==> config.mk <==
export PLATFORM = sky130hd
export DESIGN_NAME = pad_cfg_sequencer
export DESIGN_NICKNAME = d
export VERILOG_FILES = /design/src/rtl/pad_cfg_pkg.sv /design/src/rtl/pad_cfg_divider.sv /design/src/rtl/pad_cfg_sequencer.sv
export SDC_FILE = /design/constraint.sdc
export NUM_CORES = 1
export LEC_CHECK = 0
export ABC_AREA = 1
export BUFFER_PORTS_ARGS = -buffer_cell sky130_fd_sc_hd__buf_2
export CORE_ASPECT_RATIO = 0.6
export CORE_MARGIN = 8
export CORE_UTILIZATION = 30
export CTS_CLUSTER_DIAMETER = 120
export DETAILED_ROUTE_END_ITERATION = 7
export PLACE_DENSITY_LB_ADDON = 0.08
export SLEW_MARGIN = 30
export SYNTH_ARGS = -nofsm -noshare
export SYNTH_HDL_FRONTEND = slang
export SYNTH_SLANG_ARGS = --single-unit
==> constraint.sdc <==
create_clock -name clock -period 15.8 [get_ports clock]
set_clock_uncertainty 0.1 [all_clocks]
set_input_delay 1.58 -clock clock [delete_from_list [all_inputs] [get_ports clock]]
set_output_delay 1.58 -clock clock [all_outputs]
set_load 0.01 [all_outputs]
==> src/rtl/pad_cfg_pkg.sv <==
// Shared types and constants for the pad configuration sequencer.
// Optional build macro PAD_CFG_AUTOLOAD_EN is consumed by pad_cfg_sequencer.
package pad_cfg_pkg;

    typedef enum logic [1:0] {
        IDLE     = 2'd0,
        SHIFT_LO = 2'd1,
        SHIFT_HI = 2'd2,
        LOAD     = 2'd3
    } pad_cfg_state_e;

    // Bit positions inside one pad configuration word
    localparam int CFG_OE_BIT    = 0;
    localparam int CFG_IE_BIT    = 1;
    localparam int CFG_PU_BIT    = 2;
    localparam int CFG_PD_BIT    = 3;
    localparam int CFG_CS_BIT    = 4;
    localparam int CFG_SL_BIT    = 5;
    localparam int CFG_PDRV0_BIT = 6;
    localparam int CFG_PDRV1_BIT = 7;

    localparam logic [7:0] PAD_CFG_RESET_WORD = 8'h02;

endpackage

==> src/rtl/pad_cfg_divider.sv <==
// CLK_DIV down-counter; tick marks the last core cycle of each serial half period.
module pad_cfg_divider #(
    parameter int CLK_DIV = 2
) (
    input  logic clock,
    input  logic reset,
    input  logic restart,
    output logic tick
);

    localparam logic [7:0] RELOAD = 8'(CLK_DIV - 1);

    logic [7:0] count_reg;
    logic [7:0] count_next;

    assign tick = (count_reg == 8'd0);

    always_comb begin
        count_next = count_reg - 8'd1;
        if (restart || tick) begin
            count_next = RELOAD;
        end
    end

    always_ff @(posedge clock or posedge reset) begin
        if (reset) begin
            count_reg <= RELOAD;
        end else begin
            count_reg <= count_next;
        end
    end

endmodule

==> src/rtl/pad_cfg_sequencer.sv <==
// Per-pad configuration store plus serial shifter for the pad-control chain.
// Define PAD_CFG_AUTOLOAD_EN to shift the reset defaults out automatically after reset.
module pad_cfg_sequencer
    import pad_cfg_pkg::*;
#(
    parameter int NUM_PADS = 38,
    parameter int CLK_DIV  = 2
) (
    input  logic                        clock,
    input  logic                        reset,
    input  logic                        cfg_we,
    input  logic [$clog2(NUM_PADS)-1:0] cfg_addr,
    input  logic [7:0]                  cfg_wdata,
    output logic [7:0]                  cfg_rdata,
    output logic                        cfg_wr_err,
    input  logic                        xfer_start,
    output logic                        xfer_busy,
    output logic                        xfer_done,
    output logic                        serial_clock,
    output logic                        serial_load,
    output logic                        serial_data_out
);

    localparam int AW = $clog2(NUM_PADS);
    localparam logic [AW-1:0] LAST_PAD = AW'(NUM_PADS - 1);

    pad_cfg_state_e state_reg, state_next;
    logic [2:0]     bit_idx_reg, bit_idx_next;
    logic [AW-1:0]  pad_idx_reg, pad_idx_next;
    logic [7:0]     store_reg [NUM_PADS];
    logic [NUM_PADS-1:0] wr_en;

    logic addr_ok, wr_accept, start, tick;
    logic [7:0] shift_word;
    logic sclk_reg, sclk_next, sload_reg, sload_next, sdata_reg, sdata_next;
    logic busy_reg, busy_next, done_reg, done_next, wr_err_reg, wr_err_next;

    assign addr_ok   = (int'(cfg_addr) < NUM_PADS);
    assign wr_accept = cfg_we && (state_reg == IDLE) && addr_ok;
    assign cfg_rdata = addr_ok ? store_reg[cfg_addr] : 8'h00;

    generate
        for (genvar gi = 0; gi < NUM_PADS; gi++) begin : g_wr_en
            assign wr_en[gi] = wr_accept && (int'(cfg_addr) == gi);
        end
    endgenerate

    always_ff @(posedge clock or posedge reset) begin
        if (reset) begin
            for (int i = 0; i < NUM_PADS; i++) begin
                store_reg[i] <= PAD_CFG_RESET_WORD;
            end
        end else begin
            for (int i = 0; i < NUM_PADS; i++) begin
                if (wr_en[i]) begin
                    store_reg[i] <= cfg_wdata;
                end
            end
        end
    end

`ifdef PAD_CFG_AUTOLOAD_EN
    // Set by reset, consumed by the first IDLE cycle afterwards
    logic autoload_reg;

    always_ff @(posedge clock or posedge reset) begin
        if (reset) begin
            autoload_reg <= 1'b1;
        end else if (state_reg == IDLE) begin
            autoload_reg <= 1'b0;
        end
    end

    assign start = xfer_start || autoload_reg;
`else
    assign start = xfer_start;
`endif

    pad_cfg_divider #(
        .CLK_DIV (CLK_DIV)
    ) u_divider (
        .clock   (clock),
        .reset   (reset),
        .restart (state_reg == IDLE),
        .tick    (tick)
    );

    always_comb begin
        state_next   = state_reg;
        bit_idx_next = bit_idx_reg;
        pad_idx_next = pad_idx_reg;
        case (state_reg)
            IDLE: begin
                if (start) begin
                    state_next   = SHIFT_LO;
                    pad_idx_next = LAST_PAD;
                    bit_idx_next = 3'd7;
                end
            end
            SHIFT_LO: begin
                if (tick) begin
                    state_next = SHIFT_HI;
                end
            end
            SHIFT_HI: begin
                if (tick) begin
                    if (bit_idx_reg != 3'd0) begin
                        state_next   = SHIFT_LO;
                        bit_idx_next = bit_idx_reg - 3'd1;
                    end else if (pad_idx_reg != '0) begin
                        state_next   = SHIFT_LO;
                        pad_idx_next = pad_idx_reg - AW'(1);
                        bit_idx_next = 3'd7;
                    end else begin
                        state_next = LOAD;
                    end
                end
            end
            LOAD: begin
                if (tick) begin
                    state_next = IDLE;
                end
            end
            default: state_next = IDLE;
        endcase
    end

    // A same-cycle write is bypassed so the transfer shifts the new value
    always_comb begin
        shift_word = store_reg[pad_idx_next];
        if (wr_accept && (cfg_addr == pad_idx_next)) begin
            shift_word = cfg_wdata;
        end
    end

    always_comb begin
        sclk_next   = (state_next == SHIFT_HI);
        sload_next  = (state_next == LOAD);
        busy_next   = (state_next != IDLE);
        done_next   = (state_reg == LOAD) && tick;
        wr_err_next = cfg_we && (state_reg != IDLE);
        sdata_next  = 1'b0;
        if (state_next == SHIFT_LO && state_reg != SHIFT_LO) begin
            sdata_next = shift_word[bit_idx_next];
        end else if (state_next == SHIFT_LO || state_next == SHIFT_HI) begin
            sdata_next = sdata_reg;
        end
    end

    always_ff @(posedge clock or posedge reset) begin
        if (reset) begin
            state_reg   <= IDLE;
            bit_idx_reg <= 3'd0;
            pad_idx_reg <= '0;
            sclk_reg    <= 1'b0;
            sload_reg   <= 1'b0;
            sdata_reg   <= 1'b0;
            busy_reg    <= 1'b0;
            done_reg    <= 1'b0;
            wr_err_reg  <= 1'b0;
        end else begin
            state_reg   <= state_next;
            bit_idx_reg <= bit_idx_next;
            pad_idx_reg <= pad_idx_next;
            sclk_reg    <= sclk_next;
            sload_reg   <= sload_next;
            sdata_reg   <= sdata_next;
            busy_reg    <= busy_next;
            done_reg    <= done_next;
            wr_err_reg  <= wr_err_next;
        end
    end

    assign serial_clock    = sclk_reg;
    assign serial_load     = sload_reg;
    assign serial_data_out = sdata_reg;
    assign xfer_busy       = busy_reg;
    assign xfer_done       = done_reg;
    assign cfg_wr_err      = wr_err_reg;

endmodule

* After elaboration in Yosys (flattened, before gate mapping) *
Cells that the tools add are included.

storage, ports and cells
  register bits = 329
  logic and storage cells = 186
  input bits = 18
  output and inout port bits = 14

cells by class
  mux-type cells = 30
  reduce and logical (&&, ||, !) cells = 53
  add/sub/neg operators = 3
  equal/unequal tests = 46
  bitwise operators = 2
  $lt $le $gt $ge = 4

operator list
  operator                                              count
  equality test 6 bit (second input constant)           22
  binary-select mux 8 bit (select 6 bit)                2
  2-to-1 mux 8 bit                                      7
  equality test 6 x 5 -> 1 bit (second input constant)  8
  logical AND 1 bit                                     44
  equality test 6 x 4 -> 1 bit (second input constant)  4
  2-to-1 mux 6 bit                                      4
  >= comparator 7 bit (second input constant)           2
  inverter 6 -> 7 bit                                   2
  equality test 6 x 3 -> 1 bit (second input constant)  2
  2-to-1 mux 2 bit                                      6
  2-to-1 mux 3 bit                                      4
  case mux 6 bit (2 select lines)                       1
  equality test 2 bit (second input constant)           4
  logical NOT 8 bit                                     1
  case mux 2 bit (4 select lines)                       1
  subtractor 8 x 1 -> 8 bit (second input constant)     1
  equality test 6 x 2 -> 1 bit (second input constant)  1
  equality test 6 bit                                   1
  logical NOT 6 bit                                     1
  less-than comparator 6 bit (second input constant)    1
  case mux 3 bit (2 select lines)                       1
  nonzero test 6 bit                                    1
  subtractor 6 x 1 -> 6 bit (second input constant)     1
  11 further kinds                                      16

* Logic depth before layout (Yosys ltp) *
Gate-level depths: netlist of run 1.

  depth after elaboration = 13
  mapped depth = 24
  mapped depth without buffers = 23

* By module *
A second synthesis of run 1 with hierarchy kept.

second synthesis, totals
  cell total of the unflattened synthesis = 2,344
  area total of the unflattened synthesis = 17,907.2 µm²

by module, submodules not included
  module             times used  cells each  seq. area each (µm²)  area each (µm²)
  pad_cfg_sequencer  1           2,291       8,080.2               17,451.7
  pad_cfg_divider    1           53          201.4                 455.4

* Least setup slack after synthesis of run 1 *
No wires, ideal clock.

  path kind = input port to output port
  start point = input port cfg_addr[1]
  end point = output port cfg_rdata[3]
  setup slack = 10.804 ns
  arrival time = 3.316 ns
  buffers on the path = 2
  cell stages on the path = 9
  required time = 14.120 ns
  cell sequence = clkbuf_1 inv_1 nor2_1 clkbuf_1 a22oi_1 nand2_1 nand2_1 nor4b_1 o311ai_0

between the ends
  longest elaborated chain between the ends = 5
  elaborated cells on any way between the ends = 6
  those cells by class = order compare (1); mux (4); bitwise (1)

RTL lines
  item                                                  line                     text
  start, declared                                       pad_cfg_sequencer.sv:12  input logic [$clog2(NUM_PADS)-1:0] cfg_addr,
  inverter 6 -> 7 bit (not written as such)             pad_cfg_sequencer.sv:40  assign cfg_rdata = addr_ok ? store_reg[cfg_addr] : 8'h00;
  binary-select mux 8 bit (select 6 bit)                pad_cfg_sequencer.sv:40
  2-to-1 mux 8 bit (not written as such) (2 in series)  pad_cfg_sequencer.sv:40
  2-to-1 mux 8 bit (*)                                  pad_cfg_sequencer.sv:40
  end, declared                                         pad_cfg_sequencer.sv:14  output logic [7:0] cfg_rdata,

Mark *: on every way between the ends. The rest lies on a longest branch, timed or not. The select of a mux whose other input is x is not followed.

* Worst setup path in the final report of run 1 *
Same ends and word-level chain as after synthesis.

==> impl_metrics.env, run 1 <==
export IMPL_end_kind="primary output"
export IMPL_antenna_found_initial=3
export IMPL_total_power_mw=2.31
export IMPL_setup_violations=0
export IMPL_cp_slowest_cell="buf_4"
export IMPL_powerDensity_nw_per_um2=117
export IMPL_endpoint="cfg_rdata[3]"
export IMPL_synth_commonest_cells="nand2_1, nand3_1, o21ai_0"
export IMPL_clkSinkCount=329
export IMPL_cts_setup_buffers=0
export IMPL_status="finished clean"
export IMPL_route_detailed_drc=0
export IMPL_wl_per_cell_um=25.6
export IMPL_maxSlewViolCount=0
export IMPL_reg2reg_to="serial_data_out$_DFFE_PP0P_"
export IMPL_synthArstFlopShare_pct=100
export IMPL_grt_setup_unrepaired="no"
export IMPL_irDropWorstVdd_mv=0.0547
export IMPL_syn_to_final_growth_pct=11.2
export IMPL_cp_top_family="buffers and inverters"
export IMPL_startpoint="cfg_addr[1]"
export IMPL_vias=17300
export IMPL_grt_pass1_wl_um=114000
export IMPL_critPathMaxStageDelay_ps=590
export IMPL_worstSkewPairLatency_ps=550
export IMPL_synth_edff_count=0
export IMPL_p_leak_nw=8.08
export IMPL_dieArea_um2=67800
export IMPL_period_needed_ps=6670
export IMPL_cts_htree_levels=2
export IMPL_cp_data_required_time_ps=14120
export IMPL_period_share_pct=42.2
export IMPL_crit_top_cell="buf_2"
export IMPL_cts_tree="done"
export IMPL_cts_resized=0
export IMPL_ctsHoldBuffers=0
export IMPL_numCtsBuffers=36
export IMPL_crit_type="in -> out"
export IMPL_ys_types=48
export IMPL_ys_warn_count=0
export IMPL_largest_reg_flops=304
export IMPL_max_freq_mhz=150
export IMPL_avgViaCountPerCell=5.64
export IMPL_gr_total_overflow=0
export IMPL_hold_viol_final=0
export IMPL_cp_start_kind="input pin"
export IMPL_reg2regPathDepth=20
export IMPL_synth_area_top_cells="dfrtp_1, nand2_1, nand3_1"
export IMPL_fp_coreArea_um2=59000
export IMPL_drive_gt1_share_pct=8.90
export IMPL_nets=2282
export IMPL_gp_congestion=0.914
export IMPL_clk_path_buf_depth=3
export IMPL_grt_pass1_vias=15600
export IMPL_dp_hpwl_um=50900
export IMPL_tightest_slew_ps=1040
export IMPL_hp_start="u_divider.count_reg[0]$_DFF_PP1_"
export IMPL_synth_ff_type="dfrtp_1"
export IMPL_post_synth_top_count_cell="nand2_1"
export IMPL_die_y_um=205
export IMPL_port_buffers=31
export IMPL_hold_path_class="reg -> reg"
export IMPL_netlist_area_leader_share_pct=40.7
export IMPL_path_depth=9
export IMPL_path_clk_slew_ps=60
export IMPL_drtIter0Drc=2428
export IMPL_worst_path_max_fanout=44
export IMPL_tns_ps=0
export IMPL_critPathBufInv=4
export IMPL_initial_core_util_pct=30.3
export IMPL_yosysTopAreaCell="dfrtp_1"
export IMPL_grt_usage_pct=22.7
export IMPL_die_width_um=331
export IMPL_first_pass_iters=6
export IMPL_r2r_slack_ps=10400
export IMPL_ioPinCount=32
export IMPL_max_cap_viol_count=0
export IMPL_syn_area_per_cell_um2=7.69
export IMPL_synthCells=2320
export IMPL_drt_wl_total_um=78400
export IMPL_syn_area_um2=17800
export IMPL_slew_headroom_pct=30.8
export IMPL_r2r_start="bit_idx_reg[1]$_DFF_PP0_"
export IMPL_rows=69
export IMPL_syn_nets=2348
export IMPL_cp_arrival_ps=4990
export IMPL_layout_cells_non_filler=3061
export IMPL_grt_max_degree=164
export IMPL_antenna_cells=0
export IMPL_synth_seq_cells=329
export IMPL_path_cells="buf_2 -> nand2_1 -> inv_2 -> buf_4 -> a22oi_1 -> a21boi_0 -> nor4b_1 -> o311ai_0 -> buf_2"
export IMPL_ant_nets=0
export IMPL_ys_seq_area_share_pct=46.4
export IMPL_dp_cells=2996
export IMPL_cts_root_buffer="clkbuf_16"
-- layer usage --
layer	track usage (%)	routed length, µm
met5	1.38	139
met3	6.38	8610
met1	37.4	39700
met2	28.5	28900
met4	3.57	1110
-- power breakdown --
| group | switching, mW | leakage (nW) | internal, mW |
|---|---|---|---|
| sequential | 0.0756 | 4.28 | 0.938 |
| clock | 0.385 | 0.596 | 0.523 |
| combinational | 0.273 | 3.20 | 0.117 |
-- per-stage QoR --
stage	instance area [µm²]	util, %	hold WS [ps]	setup slack (ps)
floorplan	17800	-	328	5070
global placement	18600	31.5	339	9160
detailed placement	18600	31.5	351	9190
CTS	19800	33.6	367	9190
global route	19800	33.6	388	9060
finish	19800	33.6	361	9130
-- logic make-up (layout without fill, tap and decap cells) --
logic type               after synthesis  count (layout)  share of synthesized area (%)
AND/OR/NAND/NOR                     1093            1093                           26.5
adder cells (fa/ha/maj)               10              10                          0.701
AO/OA/AOI/OAI                        585             585                           19.4
XOR/XNOR                               5               5                          0.245
flip-flops                           329             329                           46.4
buffers and inverters                298             258                           6.77
-- cells in the final DEF, fill, tap and decap left out, types with 6 or more instances in the layout --
master,synthesis,routed
a22oi_1,130,130
nor2_1,75,70
buf_2,47,31
o21ai_0,294,294
clkbuf_8,0,9
inv_1,110,105
nor2_2,5,6
dfstp_2,39,39
clkbuf_1,115,7
clkbuf_16,0,37
clkinv_1,9,8
o22ai_1,14,14
nand4_1,16,16
dfrtp_1,290,290
o41ai_1,9,9
a21boi_0,11,11
a21oi_1,81,81
ha_1,10,10
buf_4,4,34
nand2_1,612,612
inv_2,7,12
clkinv_2,1,6
o211ai_1,21,21
nor3_1,10,10
nand3_1,359,357
-- final cells by class --
type,count,area (µm²)
Clock buffer,53,1080
Sequential cell,329,8280
Timing Repair Buffer,67,458
Fill cell,6247,39100
Clock inverter,11,139
Multi-Input combinational cell,1693,8420
Inverter,127,485
Tap cell,781,977
-- worst min path at each step --
| stage | end | slack [ps] | cells past startpoint |
|---|---|---|---|
| 6_report | u_divider.count_reg[0]$_DFF_PP1_ | 360 | 1 |
| 3_3_place_gp | u_divider.count_reg[0]$_DFF_PP1_ | 340 | 1 |
| 4_1_cts | u_divider.count_reg[0]$_DFF_PP1_ | 370 | 1 |
| 3_5_place_dp | u_divider.count_reg[0]$_DFF_PP1_ | 350 | 1 |
| 5_1_grt | u_divider.count_reg[0]$_DFF_PP1_ | 390 | 1 |
| 2_1_floorplan | u_divider.count_reg[0]$_DFF_PP1_ | 330 | 1 |
(Power assumes the default switching activity.)
==> run 2, diff against run 1 <==
==> constraint.sdc (replaced) <==
create_clock -name clock -period 6.44 [get_ports clock]
set_clock_uncertainty 0.1 [all_clocks]
set_input_delay 0.644 -clock clock [delete_from_list [all_inputs] [get_ports clock]]
set_output_delay 0.644 -clock clock [all_outputs]
set_load 0.01 [all_outputs]
==> run 2 against run 1 <==
  * Count of clock-buffer cells in the layout increased by 7
  * Combinational power rose by 150%
  * Clock power increased by 150%
  * Total power increased by 150%
  * Sequential power rose by 140%
  * Register-to-register slack got worse by 8300 ps
  * Routed wire length is essentially flat
  * Cell area is 1.2% higher
==> impl_metrics.env, run 2 (synthesis results as in run 1) <==
export IMPL_dieArea_um2=67800
export IMPL_setup_violations=0
export IMPL_drive_gt1_share_pct=9.45
export IMPL_multiInputGateArea_um2=8420
export IMPL_nets=2295
export IMPL_fillers=6223
export IMPL_placed_area_um2=18800
export IMPL_avgViaCountPerCell=5.58
export IMPL_p_seq_share_pct=43.3
export IMPL_critPathMaxStageDelay_ps=680
export IMPL_vias=17200
export IMPL_syn_to_final_growth_pct=12.5
export IMPL_final_cell_mix="nand2_1, nand3_1, o21ai_0"
export IMPL_cts_setup_buffers=0
export IMPL_total_power_mw=5.71
export IMPL_cts_htree_levels=2
export IMPL_route_detailed_drc=0
export IMPL_worstSkewPairLatency_ps=560
export IMPL_grt_max_degree=134
export IMPL_period_share_pct=76.1
export IMPL_powerDensity_nw_per_um2=284
export IMPL_max_cap_viol_count=0
export IMPL_p_sw_mw=1.81
export IMPL_rows=69
export IMPL_utilization_pct=34.0
export IMPL_numCtsBuffers=38
export IMPL_antenna_found_initial=6
export IMPL_cts_tree="done"
export IMPL_grt_usage_pct=22.9
export IMPL_status="finished clean"
export IMPL_internal_power_mw=3.90
export IMPL_end_kind="primary output"
export IMPL_layout_cells_non_filler=3080
export IMPL_gr_total_overflow=0
export IMPL_gp_congestion=0.883
export IMPL_ant_nets=0
export IMPL_fp_coreArea_um2=59000
export IMPL_cts_root_buffer="clkbuf_16"
export IMPL_grt_setup_unrepaired="no"
export IMPL_register_area_um2=8280
export IMPL_cp_arrival_ps=4160
export IMPL_p_clk_share_pct=39.7
export IMPL_first_pass_iters=5
export IMPL_irDropWorstVdd_mv=0.142
export IMPL_clk_path_buf_depth=3
export IMPL_clkSinkCount=329
export IMPL_grt_pass1_vias=16100
export IMPL_finalWorstSetupSlack_ps=1540
export IMPL_path_clk_slew_ps=60
export IMPL_period_needed_ps=4900
export IMPL_timing_hold_ws_ps=242
export IMPL_maxSlewViolCount=0
export IMPL_met2_usage_pct=29.4
export IMPL_dp_cells=3006
export IMPL_globalRoute_busiestLayer="met1"
export IMPL_tightest_slew_ps=945
export IMPL_die_width_um=331
export IMPL_largest_reg_flops=304
export IMPL_cp_data_required_time_ps=5700
export IMPL_ioPinCount=32
export IMPL_drt_wl_total_um=78400
export IMPL_final_area_um2=20100
export IMPL_cp_start_kind="input pin"
export IMPL_globalRouteMet3Util_pct=7.30
export IMPL_port_buffers=31
export IMPL_worst_path_max_fanout=17
export IMPL_drtIter0Drc=2314
export IMPL_path_cells="buf_2 -> inv_1 -> nor2_4 -> clkinv_1 -> nor2_2 -> inv_1 -> o221ai_1 -> nand2_1 -> o311ai_1 -> buf_2"
export IMPL_final_common_cell="nand2_1"
export IMPL_ctsHoldBuffers=1
export IMPL_tns_ps=0
export IMPL_hold_viol_final=0
export IMPL_grt_pass1_wl_um=116000
export IMPL_max_freq_mhz=204
export IMPL_dp_hpwl_um=51000
export IMPL_cp_slowest_cell="nor2_2"
export IMPL_initial_core_util_pct=30.3
export IMPL_switching_share_pct=31.7
export IMPL_grtUsageMet1_pct=36.4
export IMPL_die_y_um=205
export IMPL_slew_headroom_pct=36.9
export IMPL_wl_per_cell_um=25.5
export IMPL_comb_power_share_pct=17.1
export IMPL_pre_cts_slack_ps=1370
export IMPL_crit_type="in -> out"
export IMPL_hold_path_class="in -> reg"
export IMPL_cts_resized=0
export IMPL_p_leak_nw=8.18
-- run 2: changes by cell type in the layout (fill, tap and decap cells not counted), sizes merged, moves of 2 or more --
cell,delta
buf,+10
clkbuf,+7
clkinv,+3
inv,-3
bufinv,-2
diode,+2
-- run 2: critical path, delay by kind of cell --
family	cells	cell delay, ps
AND/OR/NAND/NOR	3	1460
buffers and inverters	5	1370
AO/OA/AOI/OAI	2	680
-- run 2: worst paths after layout --
check,start,endpoint,slack (ps),depth (start not counted)
setup / recovery,cfg_addr[0],cfg_rdata[2],1540,10
hold / removal,cfg_wdata[2],store_reg[18]$_DFFE_PP0P_,240,3
setup reg to reg,bit_idx_reg[0]$_DFF_PP0_,serial_data_out$_DFFE_PP0P_,2130,23
hold reg to reg,u_divider.count_reg[0]$_DFF_PP1_,u_divider.count_reg[0]$_DFF_PP1_,350,1
max in group asynchronous,reset,store_reg[18]$_DFFE_PP0P_,4350,5
min in group asynchronous,reset,store_reg[211]$_DFFE_PP0P_,550,3
-- run 2: final cells by class --
type                       count  share of cell area (%)
inverter                     127                    2.42
tap                          781                    4.87
sequential                   329                    41.3
timing repair buffer          78                    3.22
clock inverter                10                   0.399
antenna                        2                  0.0249
multi-input combinational   1693                    42.0
clock buffer                  60                    5.86
-- run 2: power by group through the flow --
stage          sequential (mW)  clock, mW  combinational, mW
2_1_floorplan             2.46          0              0.627
3_3_place_gp              2.50          0              0.945
3_5_place_dp              2.50          0              0.964
4_1_cts                   2.46       2.31              0.967
5_1_grt                   2.50       2.39               1.10
6_report                  2.47       2.26              0.973
-- run 2: layer usage --
layer	share of wire [%]	vias up
met5	0.077	-
met2	37	732
met1	50	8473
met4	1.8	8
met3	11	100
li1	-	7859
==> run 3, diff against run 2 <==
==> constraint.sdc (replaced) <==
create_clock -name clock -period 5 [get_ports clock]
set_clock_uncertainty 0.1 [all_clocks]
set_input_delay 0.5 -clock clock [delete_from_list [all_inputs] [get_ports clock]]
set_output_delay 0.5 -clock clock [all_outputs]
set_load 0.01 [all_outputs]
==> run 3 against run 2 <==
  * The run now ends with design-rule violations, negative hold slack left
  * Clock power is 29% higher
  * Sequential share of layout area hardly changed
  * First-iteration DRC count increased by 3.6%
  * Total power increased by 30%
  * Count of clock-buffer cells in the layout decreased by 5
  * Register-to-register slack lost 1200 ps
  * Core utilization about the same
  * Non-clock buffer count grew 9
  * Routed wire length increased by 0.71%
  * Setup slack got worse by 640 ps
  * Critical path depth up 11
  * Sequential power increased by 30%
  * Critical path type is now reg -> reg
  * Highest routed layer unchanged
==> impl_metrics.env, run 3 (synthesis results as in run 1) <==
export IMPL_total_power_mw=7.40
export IMPL_cp_data_required_time_ps=5330
export IMPL_met2_usage_pct=29.0
export IMPL_ctsHoldBuffers=0
export IMPL_grt_usage_pct=22.9
export IMPL_layout_cells_non_filler=3084
export IMPL_grtUsageMet1_pct=37.3
export IMPL_route_detailed_drc=3
export IMPL_grt_pass1_wl_um=116000
export IMPL_maxSlewViolCount=0
export IMPL_nets=2303
export IMPL_fillers=6258
export IMPL_cts_resized=0
export IMPL_largest_reg_flops=304
export IMPL_r2r_slack_ps=890
export IMPL_drt_wl_total_um=79000
export IMPL_p_leak_nw=8.20
export IMPL_gr_total_overflow=0
export IMPL_path_clk_slew_ps=60
export IMPL_drtIter0Drc=2398
export IMPL_final_common_cell="nand2_1"
export IMPL_rows=69
export IMPL_initial_core_util_pct=30.3
export IMPL_max_freq_mhz=244
export IMPL_cts_setup_buffers=0
export IMPL_period_share_pct=82.1
export IMPL_cts_htree_levels=2
export IMPL_grt_setup_unrepaired="no"
export IMPL_cp_start_kind="register"
export IMPL_first_pass_iters=8
export IMPL_worstSkewPairLatency_ps=570
export IMPL_ioPinCount=32
export IMPL_drive_gt1_share_pct=9.47
export IMPL_cp_arrival_ps=4440
export IMPL_powerDensity_nw_per_um2=368
export IMPL_tightest_slew_ps=1000
export IMPL_cts_root_buffer="clkbuf_16"
export IMPL_max_cap_viol_count=0
export IMPL_timing_hold_ws_ps=-19.3
export IMPL_worst_path_max_fanout=32
export IMPL_hold_viol_final=4
export IMPL_die_y_um=205
export IMPL_r2r_start="bit_idx_reg[0]$_DFF_PP0_"
export IMPL_clk_path_buf_depth=3
export IMPL_globalRouteMet3Util_pct=6.22
export IMPL_die_width_um=331
export IMPL_fp_coreArea_um2=59000
export IMPL_hold_path_class="in -> async"
export IMPL_wl_per_cell_um=25.6
export IMPL_syn_to_final_growth_pct=12.6
export IMPL_grt_max_degree=142
export IMPL_final_cell_mix="nand2_1, nand3_1, o21ai_0"
export IMPL_violations="design-rule violations, negative hold slack"
export IMPL_setup_violations=0
export IMPL_cts_tree="done"
export IMPL_gp_congestion=0.928
export IMPL_clkSinkCount=329
export IMPL_antenna_found_initial=3
export IMPL_startpoint="bit_idx_reg[0]$_DFF_PP0_"
export IMPL_irDropWorstVdd_mv=0.209
export IMPL_globalRoute_busiestLayer="met1"
export IMPL_dieArea_um2=67800
export IMPL_ant_nets=0
export IMPL_dp_cells=3016
export IMPL_avgViaCountPerCell=5.62
export IMPL_slew_headroom_pct=32.5
export IMPL_port_buffers=31
export IMPL_vias=17300
export IMPL_grt_pass1_vias=15800
export IMPL_end_kind="register"
export IMPL_status="complete, but fails checks"
export IMPL_tns_ps=0
export IMPL_dp_hpwl_um=53100
export IMPL_crit_type="reg -> reg"
export IMPL_period_needed_ps=4110
export IMPL_numCtsBuffers=37
## run 3: changes by cell type in the layout (fill, tap and decap cells not counted), moves of 2 or more
cell	before	now
buf_4	35	47
clkbuf_8	8	4
clkinv_2	9	5
bufinv_16	1	4
buf_8	2	0
clkbuf_16	41	39
nor2_1	69	71
nor2_2	7	5
## run 3: per-layer routing
layer  part of all wire (%)  routed length [µm]
met4                    1.7                1330
met5                  0.029                  23
met3                     10                8270
met2                     37               29300
met1                     51               40000
## run 3: where the power goes
part           internal [mW]  switching, mW
clock network           1.70           1.21
registers               2.97          0.238
logic                  0.382          0.901
total                   5.05           2.35
## run 3: path summary, 6_finish.rpt
check,to,cells after the start
min in group clock,store_reg[42]$_DFFE_PP0P_,3
min,store_reg[227]$_DFFE_PP0P_,3
max reg2reg,serial_data_out$_DFFE_PP0P_,21
max in group asynchronous,u_divider.count_reg[1]$_DFF_PP0_,4
max,serial_data_out$_DFFE_PP0P_,21
min reg2reg,u_divider.count_reg[0]$_DFF_PP1_,1
## run 3: worst max-delay path, cell delays in order, from the launching register on
cell and delay, ps:
dfrtp_1 410, inv_1 90, ha_1 140, nand2_1 140, nor2_2 240, nand3_2 120
nand2_1 140, nand2_1 100, nor2_4 500, buf_4 540, buf_4 280, nand3_1 100
nand3_1 100, nand3_1 180, nand3_1 120, nand3_1 90, nand3_1 200, nand2_1 80
nand2_1 60, nand2_1 50, nand3_1 100, nand2_1 60
## run 3: cell type report
type,count,area [µm²],share of cell area (%)
Multi-Input combinational cell,1693,8410,41.9
Inverter,127,482,2.40
Clock inverter,11,165,0.822
Clock buffer,55,1080,5.36
Timing Repair Buffer,87,688,3.43
Sequential cell,329,8280,41.2
Tap cell,781,977,4.86
Antenna cell,1,2.50,0.0125
## run 3: through the flow
stage	utilization, %	hold WS [ps]	setup WS [ps]	area (µm²)
after global placement	31.9	345	643	18800
after global routing	34.1	45.4	650	20100
final	34.1	-19.3	894	20100
after CTS	34.0	29.2	985	20100
after detailed placement	31.9	343	839	18800
after floorplan	-	328	39.2	17800
